## src/rtl/sram_port.sv

```systemverilog
// rtl/sram_port.sv - timed CPU/video access engine for an external async SRAM
// All pin strobes come straight from flops; every access ends in one IDLE cycle.
module sram_port #(
    parameter int AW   = 21,
    parameter int DW   = 8,
    parameter int WAIT = 3
) (
    input  logic          clk,
    input  logic          reset,
    input  logic          cpu_req,
    input  logic          cpu_we,
    input  logic [AW-1:0] cpu_addr,
    input  logic [DW-1:0] cpu_wdata,
    output logic          cpu_busy,
    output logic [DW-1:0] cpu_rdata,
    output logic          cpu_rvalid,
    input  logic          vid_req,
    input  logic [AW-1:0] vid_addr,
    output logic          vid_ack,
    output logic [DW-1:0] vid_rdata,
    output logic          vid_rvalid,
    output logic [AW-1:0] sram_addr,
    output logic [DW-1:0] sram_dout,
    output logic          sram_doe,
    input  logic [DW-1:0] sram_din,
    output logic          sram_ce_n,
    output logic          sram_oe_n,
    output logic          sram_we_n
);

    localparam int CW = $clog2(WAIT + 1);

    typedef enum logic [2:0] {IDLE, WSETUP, WPULSE, WHOLD, RD, TURN} state_t;

    state_t        state_q, state_d;
    logic [CW-1:0] cnt_q, cnt_d;
    logic          own_vid_q, own_vid_d;
    logic          last_vid_q, last_vid_d;
    logic          pend_q, pend_d;
    logic          pend_we_q, pend_we_d;
    logic [AW-1:0] pend_addr_q, pend_addr_d;
    logic [DW-1:0] pend_wdata_q, pend_wdata_d;
    logic          busy_q, busy_d;
    logic [AW-1:0] addr_q, addr_d;
    logic [DW-1:0] dout_q, dout_d;
    logic          doe_q, doe_d;
    logic          ce_n_q, ce_n_d;
    logic          oe_n_q, oe_n_d;
    logic          we_n_q, we_n_d;
    logic [DW-1:0] cpu_rdata_q, cpu_rdata_d;
    logic          cpu_rvalid_q, cpu_rvalid_d;
    logic [DW-1:0] vid_rdata_q, vid_rdata_d;
    logic          vid_rvalid_q, vid_rvalid_d;
    logic          vid_ack_q, vid_ack_d;
    logic          grant_vid, grant_cpu;

    always_comb begin
        state_d      = state_q;
        cnt_d        = cnt_q;
        own_vid_d    = own_vid_q;
        last_vid_d   = last_vid_q;
        pend_d       = pend_q;
        pend_we_d    = pend_we_q;
        pend_addr_d  = pend_addr_q;
        pend_wdata_d = pend_wdata_q;
        busy_d       = busy_q;
        addr_d       = addr_q;
        dout_d       = dout_q;
        doe_d        = doe_q;
        ce_n_d       = ce_n_q;
        oe_n_d       = oe_n_q;
        we_n_d       = we_n_q;
        cpu_rdata_d  = cpu_rdata_q;
        cpu_rvalid_d = 1'b0;
        vid_rdata_d  = vid_rdata_q;
        vid_rvalid_d = 1'b0;
        vid_ack_d    = 1'b0;
        grant_vid    = 1'b0;
        grant_cpu    = 1'b0;

        // A pending CPU slot always implies busy, so accept never races a grant.
        if (cpu_req && !busy_q) begin
            pend_d       = 1'b1;
            busy_d       = 1'b1;
            pend_we_d    = cpu_we;
            pend_addr_d  = cpu_addr;
            pend_wdata_d = cpu_wdata;
        end

        case (state_q)
            IDLE: begin
                grant_vid = vid_req && (!pend_q || !last_vid_q);
                grant_cpu = pend_q && !grant_vid;
                if (grant_vid) begin
                    own_vid_d  = 1'b1;
                    last_vid_d = 1'b1;
                    vid_ack_d  = 1'b1;
                    addr_d     = vid_addr;
                    state_d    = RD;
                    ce_n_d     = 1'b0;
                    oe_n_d     = 1'b0;
                    doe_d      = 1'b0;
                    cnt_d      = CW'(WAIT);
                end else if (grant_cpu) begin
                    own_vid_d  = 1'b0;
                    last_vid_d = 1'b0;
                    pend_d     = 1'b0;
                    addr_d     = pend_addr_q;
                    ce_n_d     = 1'b0;
                    if (pend_we_q) begin
                        state_d = WSETUP;
                        doe_d   = 1'b1;
                        dout_d  = pend_wdata_q;
                    end else begin
                        state_d = RD;
                        oe_n_d  = 1'b0;
                        doe_d   = 1'b0;
                        cnt_d   = CW'(WAIT);
                    end
                end
            end
            WSETUP: begin
                state_d = WPULSE;
                we_n_d  = 1'b0;
                cnt_d   = CW'(WAIT - 1);
            end
            WPULSE: begin
                if (cnt_q == '0) begin
                    state_d = WHOLD;
                    we_n_d  = 1'b1;
                end else begin
                    cnt_d = cnt_q - CW'(1);
                end
            end
            WHOLD: begin
                state_d = IDLE;
                ce_n_d  = 1'b1;
                doe_d   = 1'b0;
                busy_d  = 1'b0;
            end
            RD: begin
                if (cnt_q == '0) begin
                    state_d = TURN;
                    ce_n_d  = 1'b1;
                    oe_n_d  = 1'b1;
                    if (own_vid_q) begin
                        vid_rdata_d  = sram_din;
                        vid_rvalid_d = 1'b1;
                    end else begin
                        cpu_rdata_d  = sram_din;
                        cpu_rvalid_d = 1'b1;
                    end
                end else begin
                    cnt_d = cnt_q - CW'(1);
                end
            end
            TURN: begin
                state_d = IDLE;
                if (!own_vid_q) begin
                    busy_d = 1'b0;
                end
            end
            default: state_d = IDLE;
        endcase
    end

    always_ff @(posedge clk or posedge reset) begin
        if (reset) begin
            state_q      <= IDLE;
            cnt_q        <= '0;
            own_vid_q    <= 1'b0;
            last_vid_q   <= 1'b0;
            pend_q       <= 1'b0;
            pend_we_q    <= 1'b0;
            pend_addr_q  <= '0;
            pend_wdata_q <= '0;
            busy_q       <= 1'b0;
            addr_q       <= '0;
            dout_q       <= '0;
            doe_q        <= 1'b0;
            ce_n_q       <= 1'b1;
            oe_n_q       <= 1'b1;
            we_n_q       <= 1'b1;
            cpu_rdata_q  <= '0;
            cpu_rvalid_q <= 1'b0;
            vid_rdata_q  <= '0;
            vid_rvalid_q <= 1'b0;
            vid_ack_q    <= 1'b0;
        end else begin
            state_q      <= state_d;
            cnt_q        <= cnt_d;
            own_vid_q    <= own_vid_d;
            last_vid_q   <= last_vid_d;
            pend_q       <= pend_d;
            pend_we_q    <= pend_we_d;
            pend_addr_q  <= pend_addr_d;
            pend_wdata_q <= pend_wdata_d;
            busy_q       <= busy_d;
            addr_q       <= addr_d;
            dout_q       <= dout_d;
            doe_q        <= doe_d;
            ce_n_q       <= ce_n_d;
            oe_n_q       <= oe_n_d;
            we_n_q       <= we_n_d;
            cpu_rdata_q  <= cpu_rdata_d;
            cpu_rvalid_q <= cpu_rvalid_d;
            vid_rdata_q  <= vid_rdata_d;
            vid_rvalid_q <= vid_rvalid_d;
            vid_ack_q    <= vid_ack_d;
        end
    end

    assign cpu_busy   = busy_q;
    assign cpu_rdata  = cpu_rdata_q;
    assign cpu_rvalid = cpu_rvalid_q;
    assign vid_ack    = vid_ack_q;
    assign vid_rdata  = vid_rdata_q;
    assign vid_rvalid = vid_rvalid_q;
    assign sram_addr  = addr_q;
    assign sram_dout  = dout_q;
    assign sram_doe   = doe_q;
    assign sram_ce_n  = ce_n_q;
    assign sram_oe_n  = oe_n_q;
    assign sram_we_n  = we_n_q;

endmodule

```

## config.mk

```make
export PLATFORM = sky130hd
export DESIGN_NAME = sram_port
export DESIGN_NICKNAME = d
export VERILOG_FILES = /design/src/rtl/sram_port.sv
export SDC_FILE = /design/constraint.sdc
export NUM_CORES = 1
export LEC_CHECK = 0
export CELL_PAD_IN_SITES_DETAIL_PLACEMENT = 2
export CELL_PAD_IN_SITES_GLOBAL_PLACEMENT = 2
export CORE_ASPECT_RATIO = 0.9
export CORE_MARGIN = 1.5
export CORE_UTILIZATION = 32
export DETAILED_ROUTE_END_ITERATION = 10
export PLACE_DENSITY_LB_ADDON = 0.1
export SETUP_SLACK_MARGIN = 0.3
export SLEW_MARGIN = 15
export SYNTH_ARGS = -nofsm -noshare
export SYNTH_HDL_FRONTEND = slang
export SYNTH_SLANG_ARGS = --single-unit
```

## constraint.sdc

```tcl
create_clock -name clk -period 4 [get_ports clk]
set_clock_uncertainty 0.1 [all_clocks]
set_input_delay 0.4 -clock clk [delete_from_list [all_inputs] [get_ports clk]]
set_output_delay 0.4 -clock clk [all_outputs]
set_load 0.01 [all_outputs]
```

## Yosys cells after proc, flatten, opt, wreduce, memory -nomap -nowiden

Cells that the tools add are included.

| storage, ports and cells | value |
|---|---|
| register bits | 90 |
| bits of input ports | 63 |
| logic and storage cells | 101 |

| cells by class | value |
|---|---|
| add/subtract/negate cells | 1 |
| equality and inequality tests | 10 |
| mux-type cells | 42 |
| bitwise logic cells | 2 |
| reductions and logical operators | 27 |

Operators by type and width:

| operator | count |
|---|---|
| $mux W21 | 2 |
| $mux W1 | 24 |
| $mux W3 | 5 |
| $pmux W3 S4 | 1 |
| $reduce_and A3 Y1 | 4 |
| $reduce_and A4 Y1 | 3 |
| $mux W2 | 4 |
| $pmux W1 S2 | 4 |
| $reduce_bool A2 Y1 | 4 |
| $eq A3 B2 Y1 const B | 2 |
| $eq A3 B3 Y1 const B | 2 |
| $ne A2 B2 Y1 const B | 3 |
| $ne A3 B3 Y1 const B | 2 |
| $pmux W2 S3 | 1 |
| $reduce_and A2 Y1 | 3 |
| $reduce_bool A3 Y1 | 2 |
| $logic_not A1 Y1 | 4 |
| $eq A3 B1 Y1 const B | 1 |
| $logic_and A1 B1 Y1 | 3 |
| $logic_not A3 Y1 | 1 |
| $pmux W1 S3 | 1 |
| $logic_not A2 Y1 | 1 |
| $not A1 Y1 | 2 |
| $reduce_or A2 Y1 | 1 |
| 2 further kinds | 2 |

## Depth between registers and ports, before layout

Gate-level depths: netlist (run 1).

| logic depth | value |
|---|---|
| depth in word-level cells | 8 |
| gate-level depth with buffers | 5 |

## Worst setup path before layout (run 1)

OpenSTA, ideal clock, no wires.

| path | value |
|---|---|
| kind | reg-to-reg |
| from | register state_q[1] |
| to | register cnt_q[0] |
| library setup time | 0.127 ns |
| data arrival time | 1.634 ns |
| data required time | 3.773 ns |
| setup slack | 2.138 ns |
| stages on the path, launching flop included | 6 |
| buffers on the path | 1 |
| cells stage by stage | dfrtp_1 buf_2 or3_1 o311ai_1 a221o_1 mux2_1 |

| on the way | value |
|---|---|
| longest elaborated chain between the ends | 4 |
| elaborated cells between the ends (all ways) | 11 |
| those cells by class | 6 x eq/ne; 1 x mux; 4 x reduce/logical |

RTL lines:

| item | RTL line | text |
|---|---|---|
| from (decl) | 35 | `state_t state_q, state_d;` |
| from (signal assigned) | 190 | `state_q <= state_d;` |
| $eq A3 B3 Y1 or $eq A3 B2 Y1 (tied branches) | 90 | `case (state_q)` |
| $reduce_or A2 Y1 (no source line) | -- |  |
| $ne A2 B2 Y1 (no source line) or $reduce_bool A3 Y1 (tied branches) | -- |  |
| $reduce_and A4 Y1 (no source line) | -- |  |
| to (signal assigned) | 191 | `cnt_q <= cnt_d;` |
| to (decl) | 36 | `logic [CW-1:0] cnt_q, cnt_d;` |

Several ways; a longest one is shown, not always the timed one.
A chain may end at the register's enable or synchronous reset.

## Worst setup path after layout (run 1)

| path | value |
|---|---|
| from | register state_q[0] |
| to | register dout_q[6] (netlist: sram_dout[6]) |

| on the way | value |
|---|---|
| longest elaborated chain between the ends | 2 |

RTL lines:

| item | RTL line | text |
|---|---|---|
| $logic_not A3 Y1 | 90 |  |
| $reduce_and A4 Y1 (no source line) | -- |  |
| to (signal assigned) | 200 | `dout_q <= dout_d;` |
| to (decl) | 45 | `logic [DW-1:0] dout_q, dout_d;` |

Every way passes these cells.

==> reports/metrics.yaml, run 1 <==
pwr:
  sw_frac_of_total: 0.313
  power_density_nw_per_um2: 784
  power_frac_clock: 0.224
  leakage_nw: 2.27
  ir_drop_uv: 306
  switchingPower_mw: 1.31
  power_frac_comb: 0.382
  pwr-share-seq: 0.394
  internal-power_mw: 2.87
placed_design:
  gp_congestion: 0.716
  dpl.cell_count: 533
  hpwl_microns: 6670
  pre_cts_ws_ns: 1.48
  portBuffers: 115
  post_dp_cell_area_sq_um: 4980
yosys:
  synth.avg_cell_area_sq_um: 13.2
  syn-cell-area_sq_um: 3660
  yosysUniqueCellTypes: 30
  ys_seq_elements: 90
  yosysTopAreaCell: "dfrtp_1"
  synthTopCellsByArea: "dfrtp_1, mux2_2, mux2i_1, o21ai_0, nand2_1"
  yosysSeqAreaShare: 0.617
  synth_warnings: 0
  synthCells: 277
  syn_nets: 341
  synth_top_cell_area_share: 0.595
route:
  route.top_layer_used: "met4"
  route.detailed.drc: 0
  routed_wl_microns: 9530
  antenna_left: 0
  route.met3.wl_microns: 606
  vias: 2610
  drt_iter0_drc: 28
  met1_length_microns: 3860
  wl_per_cell_microns: 17.4
  via_per_inst: 4.75
  drt-pass1-iter-count: 4
  wl_met2_microns: 4990
die:
  placementRows: 36
  num_io_pins: 116
  die_w_microns: 116
  core_sq_um: 11000
  die_y_microns: 104
  dieArea_sq_um: 12100
  start_util: 0.333
setup_path:
  crit_type: "reg2reg"
  cp_data_required_time_ns: 4.12
  start_kind: "flip-flop"
  reg2reg_depth: 3
  critPathSlowestCell: "nor3_2"
  cp-end-kind: "flip-flop"
  cp.depth: 3
  crit_path_max_fanout: 13
  critPathTopFamily: "simple AND/OR/NAND/NOR gates"
  crit_chain: "nor3_2 > nand3_1 > mux2_2"
  crit_buf_inv: 0
  slowest_delay_ns: 0.55
  arrival_ns: 2.33
timing:
  fin_crit_ns: 2.20
  fin_ws_ns: 1.80
  slew_violations: 0
  finalCritPeriodShare: 0.551
  max_freq_mhz: 454
  rsz0062_at_grt: "false"
  worstMarginPinSlew_ns: 1.05
  setup-violations-final: 0
  finalHoldViolCount: 0
  tns_ns: 0
  slew_headroom: 0.295
  hold-worst-slack_ns: 0.385
clock_tree:
  clk_latency_ns: 0.34
  cts_num_sinks: 90
  cts_root_buffer: "clkbuf_16"
  tritoncts: "done"
  clkTransAtPathRegs_ns: 0.06
  cts_buffers: 9
  clockBufferDepth: 2
  cts_htree_levels: 3
  holdBufCountCts: 0
  cts_resized: 0
  cts_setup_buffers: 0
global_routing:
  grt_pass1_vias: 2889
  grt_start_max_net_pins: 55
  grt_pass1_wl_microns: 15500
  globalRouteOverflowTotal: 0
  antenna_found_initial: 0
  grt_use_total: 0.169
final_layout:
  final_area_sq_um: 5320
  num-nets-final: 456
  layout_common_cells: "clkdlybuf4s50_1, dfrtp_1, mux2_2"
  drive_gt1_frac: 0.207
  fin_cells: 549
  num-fill-cells: 1113
  final_common_cell: "clkdlybuf4s50_1"
  diodes: 0
  area_delta_synth_final_pct: 45.5
flow_run:
  cap_violations: 0
status:
  outcome: "completed"
hold_path:
  hold_path.class: "reg2reg"
  hold_depth: 2
==> synth_stat cells <==
library cell,instances
inv_1,4
ha_1,1
mux2i_1,21
o21ai_0,28
buf_2,5
mux2_1,2
nor2_2,1
nand3_1,2
a221o_1,2
nor3_2,1
mux2_2,54
nor3_1,1
o21ai_1,1
clkbuf_1,9
dfrtp_1,87
o311ai_1,1
a21oi_1,2
o21a_1,2
nor2_1,6
and3_1,1
a211oi_1,1
a21boi_4,1
nand2_1,30
dfstp_2,3
xnor2_1,2
nor2b_1,5
and2_1,1
o22a_1,1
or3_1,1
a22oi_1,1
==> area by class of cell <==
| cell class | instances | area (sq um) | area share |
|---|---|---|---|
| clock inverter | 5 | 85.1 | 0.0160 |
| timing repair buffer | 118 | 1170 | 0.221 |
| multi-input combinational | 169 | 1350 | 0.253 |
| sequential | 90 | 2260 | 0.424 |
| tap | 152 | 190 | 0.0357 |
| inverter | 4 | 16.3 | 0.00306 |
| clock buffer | 11 | 253 | 0.0475 |
==> power groups by stage <==
| stage | sequential (mW) | clock (mW) | combinational (mW) |
|---|---|---|---|
| floorplan | 1.67 | 0 | 0.799 |
| global placement | 1.63 | 0 | 1.56 |
| detailed placement | 1.66 | 0 | 1.62 |
| CTS | 1.65 | 0.968 | 1.64 |
| global route | 1.71 | 1.00 | 1.75 |
| finish | 1.64 | 0.936 | 1.60 |
==> worst reg2reg max path, stage by stage (launching register included) <==
cell,delay [ns]
dfrtp_1,0.53
nor3_2,0.55
nand3_1,0.49
mux2_2,0.42
==> layer usage <==
metal,vias up,track usage
met5,-,0
met3,8,0.0670
met4,0,0.0366
li1,1194,-
met1,1349,0.198
met2,59,0.292
==> metrics by stage <==
step / total power, mW / util
floorplan: 2.47 / -
global placement: 3.19 / 0.453
detailed placement: 3.28 / 0.453
CTS: 4.26 / 0.484
global route: 4.46 / 0.484
finish: 4.17 / 0.484
==> worst paths after layout <==
| check | start | end | slack (ns) |
|---|---|---|---|
| worst max-delay path | state_q[0]$_DFFE_PP0P_ | sram_dout[6]$_DFFE_PP0P_ | 1.80 |
| min in group asynchronous | reset | pend_wdata_q[3]$_DFFE_PP0P_ | 0.47 |
| worst min-delay path | sram_addr[20]$_DFFE_PP0P_ | sram_addr[20]$_DFFE_PP0P_ | 0.39 |
| worst min register to register | sram_addr[20]$_DFFE_PP0P_ | sram_addr[20]$_DFFE_PP0P_ | 0.39 |
| worst max register to register | state_q[0]$_DFFE_PP0P_ | sram_dout[6]$_DFFE_PP0P_ | 1.80 |
| max in group asynchronous | reset | sram_we_n$_DFFE_PP1P_ | 2.45 |
==> flip-flops by register name, summed over array words and instances (netlist names) <==
name / flops
cnt_q: 2
cpu_busy: 1
cpu_rdata: 8
cpu_rvalid: 1
last_vid_q: 1
pend_addr_q: 21
pend_q: 1
pend_wdata_q: 8
pend_we_q: 1
sram_addr: 21
sram_ce_n: 1
sram_doe: 1
sram_dout: 8
sram_oe_n: 1
sram_we_n: 1
state_q: 3
vid_ack: 1
vid_rdata: 8
vid_rvalid: 1
==> logic make-up after synthesis <==
group / share of synthesized area
DFF: 0.617
buffers and inverters: 0.0202
muxes: 0.230
xor gates and xnor gates: 0.00479
AOI/OAI and AO/OA: 0.0660
adders and majority gates: 0.00342
and+or+nand+nor: 0.0592
No activity file was read; power rests on OpenSTA's default activity.
==> run 2: changes to the inputs <==
Settings changed: CORE_UTILIZATION 32 to 27.
Clock period 4 ns to 1.77 ns, I/O delays scaled along.
==> run 2 against run 1 <==
The flow now finishes with violations (design-rule violations, negative setup slack). Sequential share of layout area shrank 6.0 points. Combinational power grew to 3.4 times the previous value. Power increased to 2.6 times the previous value. Non-clock buffer count rose by 50. Final cell count grew 12%. Critical path depth grew 4. Die area grew 18%. Sequential cell count stayed put. Global-route usage is 0.23 points lower. Utilization down 1.8 points. Critical path type unchanged. Largest power group is now combinational cells.
==> reports/metrics.yaml, run 2 (synthesized netlist as in run 1, its figures left out) <==
clock_tree:
  cts_num_sinks: 90
  clockBufferDepth: 2
  cts_buffers: 9
  tritoncts: "done"
  cts_htree_levels: 3
  cts_root_buffer: "clkbuf_16"
  clk_latency_ns: 0.35
  clkTransAtPathRegs_ns: 0.06
pwr:
  ir_drop_uv: 745
  finalPower_mw: 10.9
  power_density_nw_per_um2: 1750
  leakage_nw: 2.88
route:
  routed_wl_microns: 12000
  wl_per_cell_microns: 19.6
  antenna_left: 0
  drt-pass1-iter-count: 9
  drt_iter0_drc: 69
  via_per_inst: 4.67
  vias: 2879
  route.detailed.drc: 1
final_layout:
  final_common_cell: "dfrtp_1"
  area_delta_synth_final_pct: 69.5
  layout_common_cells: "dfrtp_1, clkdlybuf4s50_1, dlygate4sd2_1"
  drive_gt1_frac: 0.373
  final_area_sq_um: 6200
  num-nets-final: 507
  final_util: 0.466
  diodes: 0
global_routing:
  grt_pass1_wl_microns: 17900
  antenna_found_initial: 0
  globalRouteOverflowTotal: 0
  grt_pass1_vias: 3309
  grt_use_total: 0.167
  grt_start_max_net_pins: 46
die:
  start_util: 0.275
  core_sq_um: 13300
  num_io_pins: 116
  placementRows: 40
  die_y_microns: 113
  dieArea_sq_um: 14300
  die_w_microns: 126
timing:
  rsz0062_at_grt: "true"
  finalHoldViolCount: 0
  setup-violations-final: 20
  worstMarginPinSlew_ns: 0.300
  fin_ws_ns: -0.0716
  fin_crit_ns: 1.84
  hold-worst-slack_ns: 0.0331
  slew_headroom: 0.799
  slew_violations: 0
  finalCritPeriodShare: 1.04
  max_freq_mhz: 543
setup_path:
  cp-end-kind: "flip-flop"
  arrival_ns: 2.01
  crit_path_max_fanout: 3
  crit_path_start: "state_q[0]$_DFFE_PP0P_"
  r2r-start: "state_q[0]$_DFFE_PP0P_"
  cp_data_required_time_ns: 1.94
  crit_type: "reg2reg"
  reg2reg_slack_ns: -0.07
  start_kind: "flip-flop"
placed_design:
  hpwl_microns: 7250
  portBuffers: 115
  gp_congestion: 0.710
  post_dp_cell_area_sq_um: 5250
  pre_cts_ws_ns: -0.106
status:
  violations: "design-rule violations, negative setup slack"
  outcome: "complete, but fails checks"
hold_path:
  hold_path.class: "in2async"
flow_run:
  cap_violations: 0
run 2: layout make-up:
| type | count | area (sq um) |
|---|---|---|
| Fill cell | 1325 | 7110 |
| Sequential cell | 90 | 2260 |
| Timing Repair Buffer | 168 | 1760 |
| Multi-Input combinational cell | 170 | 1670 |
| Clock buffer | 10 | 239 |
| Tap cell | 168 | 210 |
| Clock inverter | 6 | 42.5 |
| Inverter | 4 | 18.8 |
run 2: through the flow:
step / cells / TNS (ns)
final: 616 / -0.620
after global routing: 616 / -1.89
after CTS: 603 / -0.0112
after detailed placement: 570 / -1.98
after global placement: 570 / -0.998
after floorplan: 277 / -0.0782
run 2: final timing paths:
check	cells after the start	end
min reg2reg	2	sram_addr[12]$_DFFE_PP0P_
max reg2reg	7	sram_ce_n$_DFFE_PP1P_
min	2	vid_rdata[6]$_DFFE_PP0P_
max	7	sram_ce_n$_DFFE_PP1P_
min in group clk	2	pend_wdata_q[3]$_DFFE_PP0P_
max in group asynchronous	3	sram_we_n$_DFFE_PP1P_
run 2: worst max-delay path, cell delays in order (launching register included):
cell and delay [ns]:
dfrtp_1 0.40, buf_4 0.16, buf_8 0.12, nor3_4 0.26, buf_6 0.16, o21ai_4 0.08
buf_4 0.15, a221o_1 0.33
run 2: where the power goes:
group | internal, mW | switching [mW] | leakage, nW
combinational | 3.10 | 2.26 | 1.65
sequential | 3.07 | 0.582 | 1.09
clock | 0.990 | 0.842 | 0.134
run 2: repair_timing:
action                                  in CTS  in global routing
endpoints found under the setup margin     106                 80
gates cloned                                 4                  3
pin swaps                                   12                  7
gates resized for setup                    124                 50
hold buffers                                 0                  0
buffers inserted                            13                 10
run 2: per-layer routing:
metal  global-route usage  vias up  part of all wire
met5                    0        -                 0
met4               0.0550        0             0.016
met3               0.0689       16             0.064
met2                0.288       67              0.50
met1                0.188     1493              0.42
li1                     -     1303                 -
==> run 3: changes to the inputs <==
Settings changed: SLEW_MARGIN 15 to not set.
==> results of run 3 <==
Final layout, timing and power as in run 2 (identical DEF).
